`src/rtl/mul_alu_seq.sv`:
```
// Multi-cycle unsigned 32x32->64 shift-add multiplier that borrows the shared EX-stage ALU
// for its additions; the pipeline stalls EX while busy is high.
module mul_alu_seq #(
  parameter int          XLEN    = 32,
  parameter int          CNT_W   = 6,
  parameter logic [3:0]  ALU_ADD = 4'b0000
) (
  input  logic            clk,
  input  logic            reset,
  input  logic            start,
  input  logic            abort,
  input  logic [XLEN-1:0] op_a,
  input  logic [XLEN-1:0] op_b,
  output logic [XLEN-1:0] alu_a,
  output logic [XLEN-1:0] alu_b,
  output logic [3:0]      alu_ctrl,
  input  logic [XLEN-1:0] alu_result,
  input  logic [3:0]      alu_flags,
  output logic            busy,
  output logic            done,
  output logic [XLEN-1:0] prod_lo,
  output logic [XLEN-1:0] prod_hi
);

  typedef enum logic [1:0] {
    IDLE,
    ITER,
    DONE
  } state_t;

  state_t           state_q;
  logic [XLEN-1:0]  hi_q;
  logic [XLEN-1:0]  lo_q;
  logic [XLEN-1:0]  mcand_q;
  logic [XLEN-1:0]  prodLo_q;
  logic [XLEN-1:0]  prodHi_q;
  logic [CNT_W-1:0] count_q;
  logic             busy_q;
  logic             done_q;

  logic [XLEN-1:0]  hi_d;
  logic [XLEN-1:0]  lo_d;
  logic             lastIter;
  logic             unusedFlags;

  // The ALU carry becomes the new top bit of hi so the 65-bit partial sum is never truncated.
  always_comb begin
    alu_a    = '0;
    alu_b    = '0;
    alu_ctrl = ALU_ADD;
    if (state_q == ITER) begin
      alu_a = hi_q;
      alu_b = lo_q[0] ? mcand_q : '0;
    end
    hi_d        = {alu_flags[2], alu_result[XLEN-1:1]};
    lo_d        = {alu_result[0], lo_q[XLEN-1:1]};
    lastIter    = (count_q == CNT_W'(XLEN - 1));
    unusedFlags = ^{alu_flags[3], alu_flags[1:0]};
  end

  always_ff @(posedge clk) begin
    if (reset) begin
      state_q  <= IDLE;
      hi_q     <= '0;
      lo_q     <= '0;
      mcand_q  <= '0;
      prodLo_q <= '0;
      prodHi_q <= '0;
      count_q  <= '0;
      busy_q   <= 1'b0;
      done_q   <= 1'b0;
    end else begin
      case (state_q)
        IDLE: begin
          done_q <= 1'b0;
          if (start) begin
            state_q <= ITER;
            hi_q    <= '0;
            lo_q    <= op_b;
            mcand_q <= op_a;
            count_q <= '0;
            busy_q  <= 1'b1;
          end
        end
        ITER: begin
          // A flush wins even on the final iteration, leaving the shadow product untouched.
          if (abort) begin
            state_q <= IDLE;
            busy_q  <= 1'b0;
          end else begin
            hi_q    <= hi_d;
            lo_q    <= lo_d;
            count_q <= count_q + CNT_W'(1);
            if (lastIter) begin
              state_q  <= DONE;
              prodHi_q <= hi_d;
              prodLo_q <= lo_d;
              done_q   <= 1'b1;
            end
          end
        end
        DONE: begin
          state_q <= IDLE;
          busy_q  <= 1'b0;
          done_q  <= 1'b0;
        end
        default: begin
          state_q <= IDLE;
          busy_q  <= 1'b0;
          done_q  <= 1'b0;
        end
      endcase
    end
  end

  assign busy    = busy_q;
  assign done    = done_q;
  assign prod_lo = prodLo_q;
  assign prod_hi = prodHi_q;

endmodule

```
`config.mk`:
```
export PLATFORM = sky130hd
export DESIGN_NAME = mul_alu_seq
export DESIGN_NICKNAME = d
export VERILOG_FILES = /design/src/rtl/mul_alu_seq.sv
export SDC_FILE = /design/constraint.sdc
export NUM_CORES = 1
export LEC_CHECK = 0
export BUFFER_PORTS_ARGS = -buffer_cell sky130_fd_sc_hd__buf_2
export CORE_ASPECT_RATIO = 1.5
export CORE_MARGIN = 3
export CORE_UTILIZATION = 35
export DETAILED_ROUTE_END_ITERATION = 8
export PLACE_DENSITY = 0.62
export SKIP_CTS_REPAIR_TIMING = 1
export SYNTH_ARGS = -nofsm -noshare
export SYNTH_HDL_FRONTEND = slang
export SYNTH_SLANG_ARGS = --single-unit
```
`constraint.sdc`:
```
create_clock -name clk -period 5.1 [get_ports clk]
set_input_delay 0.765 -clock clk [delete_from_list [all_inputs] [get_ports clk]]
set_output_delay 0.765 -clock clk [all_outputs]
set_load 0.02 [all_outputs]
```
; Word-level counts from Yosys, hierarchy flattened
; Index checks and enable logic that the tools add are counted.
[totals]
ff_bits = 170
output_inout_bits = 134
[classes]
mux = 19
n_eq_ne = 6
n_reduce_logical = 9
addsub = 1
bitwise_logic = 2
[op_table]
columns = operator, count
row1 = 2-to-1 mux 32 bit, 7
row2 = case mux 32 bit (2 select lines), 2
row3 = 2-to-1 mux 6 bit, 2
row4 = case mux 6 bit (2 select lines), 1
row5 = AND reduction 2 bit, 4
row6 = adder 6 x 1 -> 6 bit (second input constant), 1
row7 = == test 6 x 5 -> 1 bit (second input constant), 1
row8 = 2-to-1 mux 2 bit, 3
row9 = != test 2 bit (second input constant), 3
row10 = AND reduction 3 bit, 2
row11 = case mux 2 bit (2 select lines), 1
row12 = != test 3 bit (second input constant), 1
row13 = == test 2 x 1 -> 1 bit (second input constant), 1
row14 = zero test 2 bit, 1
row15 = 2-to-1 mux 1 bit, 2
row16 = inverter 1 bit, 2
row17 = case mux 1 bit (2 select lines), 1
row18 = nonzero test 2 bit, 1
row19 = OR reduction 2 bit, 1

; Logic depth before layout (Yosys ltp)
[depth]
ltp_word = 4
depth_mapped = 8
depth_no_buf = 5

; Worst setup path before layout
; No wires, ideal clock.
[synth_path]
kind = register to output
start = reg state_q[0]
end = out alu_a[21]
arrival_ns = 1.355
t_required_ns = 4.335
stages_incl_launch_ff = 5
path_slack_ns = 2.980
n_path_buf = 2
path_cell_list = dfxtp_1 -> nor2b_1 -> clkbuf_1 -> clkbuf_1 -> and2_1
[synth_via]
elab_chain_len = 2
[synth_lines]
columns = item, line_no
row1 = from (decl), 31  ; state_t state_q;
row2 = from (signal assigned), 63  ; state_q <= IDLE;
row3 = from (signal assigned), 77  ; state_q <= ITER;
row4 = from (signal assigned), 88  ; state_q <= IDLE;
row5 = == test 2 x 1 -> 1 bit, 51  ; if (state_q == ITER) begin
row6 = 2-to-1 mux 32 bit, 51
row7 = to (decl), 14  ; output logic [XLEN-1:0] alu_a,
; Every way passes these cells.

; Final worst setup path
[layout_path]
start = reg state_q[0]
end = out alu_a[27]
; The elaborated chain is that of the path after synthesis.

==> impl_metrics.tcl <==
set metrics [dict create \
    status "completed" \
    dieArea_mm2 0.0207 \
    rows 61 \
    worst_skew_pair.late_latency_ns 0.42 \
    place.gp.congestion 0.779 \
    ys_dominant_reg_cell "dfxtp_1" \
    number_of_buffers_added_by_the_clock_tree_synthesis_step 17 \
    dieWidth_um 118 \
    initial_core_util 0.358 \
    yosysTopAreaCell "dfxtp_1" \
    io_pins 238 \
    fillerInstances 1924 \
    drt_iter0_drc 426 \
    worstHoldPathType "reg2reg" \
    cp_data_arrival_time_ns 2.52 \
    clock_tree_from_tritoncts "built" \
    syn_to_final_growth_pct 27.8 \
    syn-instance-count 804 \
    number_of_enable_type_register_cells_in_the_synthesized_netlist 0 \
    synth_top_family_by_area "simple AND/OR/NAND/NOR gates" \
    worst_ep_required_time_ns 4.34 \
    final_routed_drc_violation_total 0 \
    cts_sinks 170 \
    avgRoutedWirePerCell_um 15.1 \
    drt_pass1_iterations 5 \
    wirelength_um 18900 \
    register_area_mm2 0.00340 \
    worstPathMaxFanout 81 \
    grtUsageTotal 0.178 \
    finish.cell_count_without_fillers 1257 \
    synthesized_area_fraction_occupied_by_ao_oa_aoi_and_oai_cells 0.167 \
    power_density_mw_per_mm2 352 \
    grt_setup_unrepaired "no" \
    post-synth-top-count-cell "nand2_1" \
    setup_tns_ns 0 \
    synth_xor_area_frac 0.00264 \
    congestion_overflow_gr 0 \
    route.detailed.vias_per_inst 4.86 \
    maximum_number_of_pins_on_one_net_before_global_route_repair 82 \
    floorplan.core_area_mm2 0.0185 \
    grt_antenna_before_repair 2 \
    multi_input_comb_area_mm2 0.00290 \
    vias 6107 \
    hpwl_um 12300 \
    synth_simple_gate_area_frac 0.257 \
    netlist_top_cells_area "dfxtp_1, nand2_1, a21oi_1" \
    first_pass_grt_wire_length_um 30000 \
    synth_top_area_frac 0.513 \
    clkSlewWorstSetupHoldPaths_ns 0.07 \
    fmaxAchievable_ghz 0.304 \
    worst-slew-pin-transition_ns 1.19 \
    synth_common_cells "nand2_1, dfxtp_1, a21oi_1, clkbuf_1, nor2_1" \
    synth.area.mux_share 0.00151 \
    seq_area_frac_synth 0.513 \
    startpoint_class_of_the_critical_path "flip-flop" \
    ys_seq_elements 170 \
    post-route-util 0.457 \
    hold_violations 0 \
    final-max-slew-violation-count 0 \
    fin_nets 1095 \
    clockRootBuffer "clkbuf_16" \
    endpoint_kind "output pin" \
    finalClockSkew_ns 0.00873 \
    cts-htree-levels 4 \
    floorplan.die.height_um 175 \
    count_of_unique_library_cells_instantiated_by_yosys 33 \
    vdd_drop_max_mv 0.191 \
    cap_viol_max_count 0 \
    layout_min_cycle_time_ns 3.28 \
    post_synth_instance_area_mm2 0.00664 \
    synth.avg_cell_area_um2 8.25 \
    async_set_or_reset_flop_fraction_in_the_synthesized_netlist 0 \
    numPortBuffers 230 \
    dp_cells 1223 \
    synth_fa_ha_area_frac 0.00189 \
    post-route-period-util 0.644 \
    ctsLongestPathBuffers 2 \
    route.antenna.remaining_nets 0 \
    final_layout_size_suffix_gt1_frac 0.277 \
    setup_violating_endpoint_count_in_the_final_report 0 \
    max_slew_margin 0.202 \
    total_leakage_power_nw 3.77 \
    number_of_global_route_vias_before_repair 5775 \
    synth-warning-count 0 \
    timing.setup.critical_path_class "reg2out" \
]
-- state kept, by name, summed over array words and instances (netlist names) --
register  cells
count_q       6
lo_q         32
done          1
state_q       2
busy          1
mcand_q      32
prod_lo      32
prod_hi      32
hi_q         32
-- placed cells by master, fill, tap and decap left out, types with 8 or more instances in the layout --
master	synthesis	layout
buf_2	12	229
clkbuf_16	0	17
buf_4	4	8
nand3_1	34	34
a22o_1	32	32
nor2_1	39	39
and2_1	32	32
a311oi_1	33	33
dfxtp_1	170	170
a21oi_1	102	101
and3_1	32	32
nand2_1	227	227
-- metrics by stage --
stage	instance area (µm²)	worst slack [ns]	total power, mW	hold WS [ns]
2_1_floorplan	6650	2.98	1.59	0.427
6_report	8480	1.82	2.98	0.445
5_1_grt	8480	1.61	3.11	0.459
4_1_cts	8480	1.78	3.03	0.449
3_3_place_gp	7870	2.20	1.68	0.434
3_5_place_dp	7870	2.17	1.68	0.440
-- report_power, final --
group | switching, mW | internal (mW)
sequential | 0.0363 | 1.38
clock | 0.553 | 0.780
combinational | 0.147 | 0.0887
total | 0.736 | 2.25
-- cell type report --
type / count / area share
Clock inverter: 11 / 0.0153
Inverter: 1 / 0.000443
Sequential cell: 170 / 0.401
Antenna cell: 2 / 0.000590
Clock buffer: 21 / 0.0567
Timing Repair Buffer: 239 / 0.147
Tap cell: 252 / 0.0372
Multi-Input combinational cell: 561 / 0.342
-- critical path, stage by stage, from the launching register on --
cell     delay (ns)
dfxtp_1        0.45
nor2b_4        0.89
buf_12         0.36
and2_1         0.19
buf_2          0.16
-- logic make-up (layout without fill, tap and decap cells) --
kind of cell | after synthesis | after routing
buf+inv | 76 | 272
fa+ha+maj | 1 | 1
xor+xnor | 2 | 2
simple gates | 382 | 382
other cells | 1 | 6
compound gates | 171 | 171
mux | 1 | 1
flops | 170 | 170
-- worst paths after layout --
| path | depth (start not counted) | end | start | slack [ns] |
|---|---|---|---|---|
| setup / recovery | 4 | alu_a[27] | state_q[0] | 1.82 |
| hold / removal | 2 | hi_q[18] | hi_q[18] | 0.45 |
| setup reg to reg | 5 | prod_hi[22] | state_q[1] | 2.43 |
| hold reg to reg | 2 | hi_q[18] | hi_q[18] | 0.45 |
-- metal layers --
metal	share of wire	GRT usage	up-vias
met5	0	0	-
met4	0.030	0.0691	0
met3	0.046	0.0466	33
met2	0.51	0.311	161
met1	0.41	0.210	2825
li1	-	-	3088
Note: power is estimated with default switching activity, not from simulation.
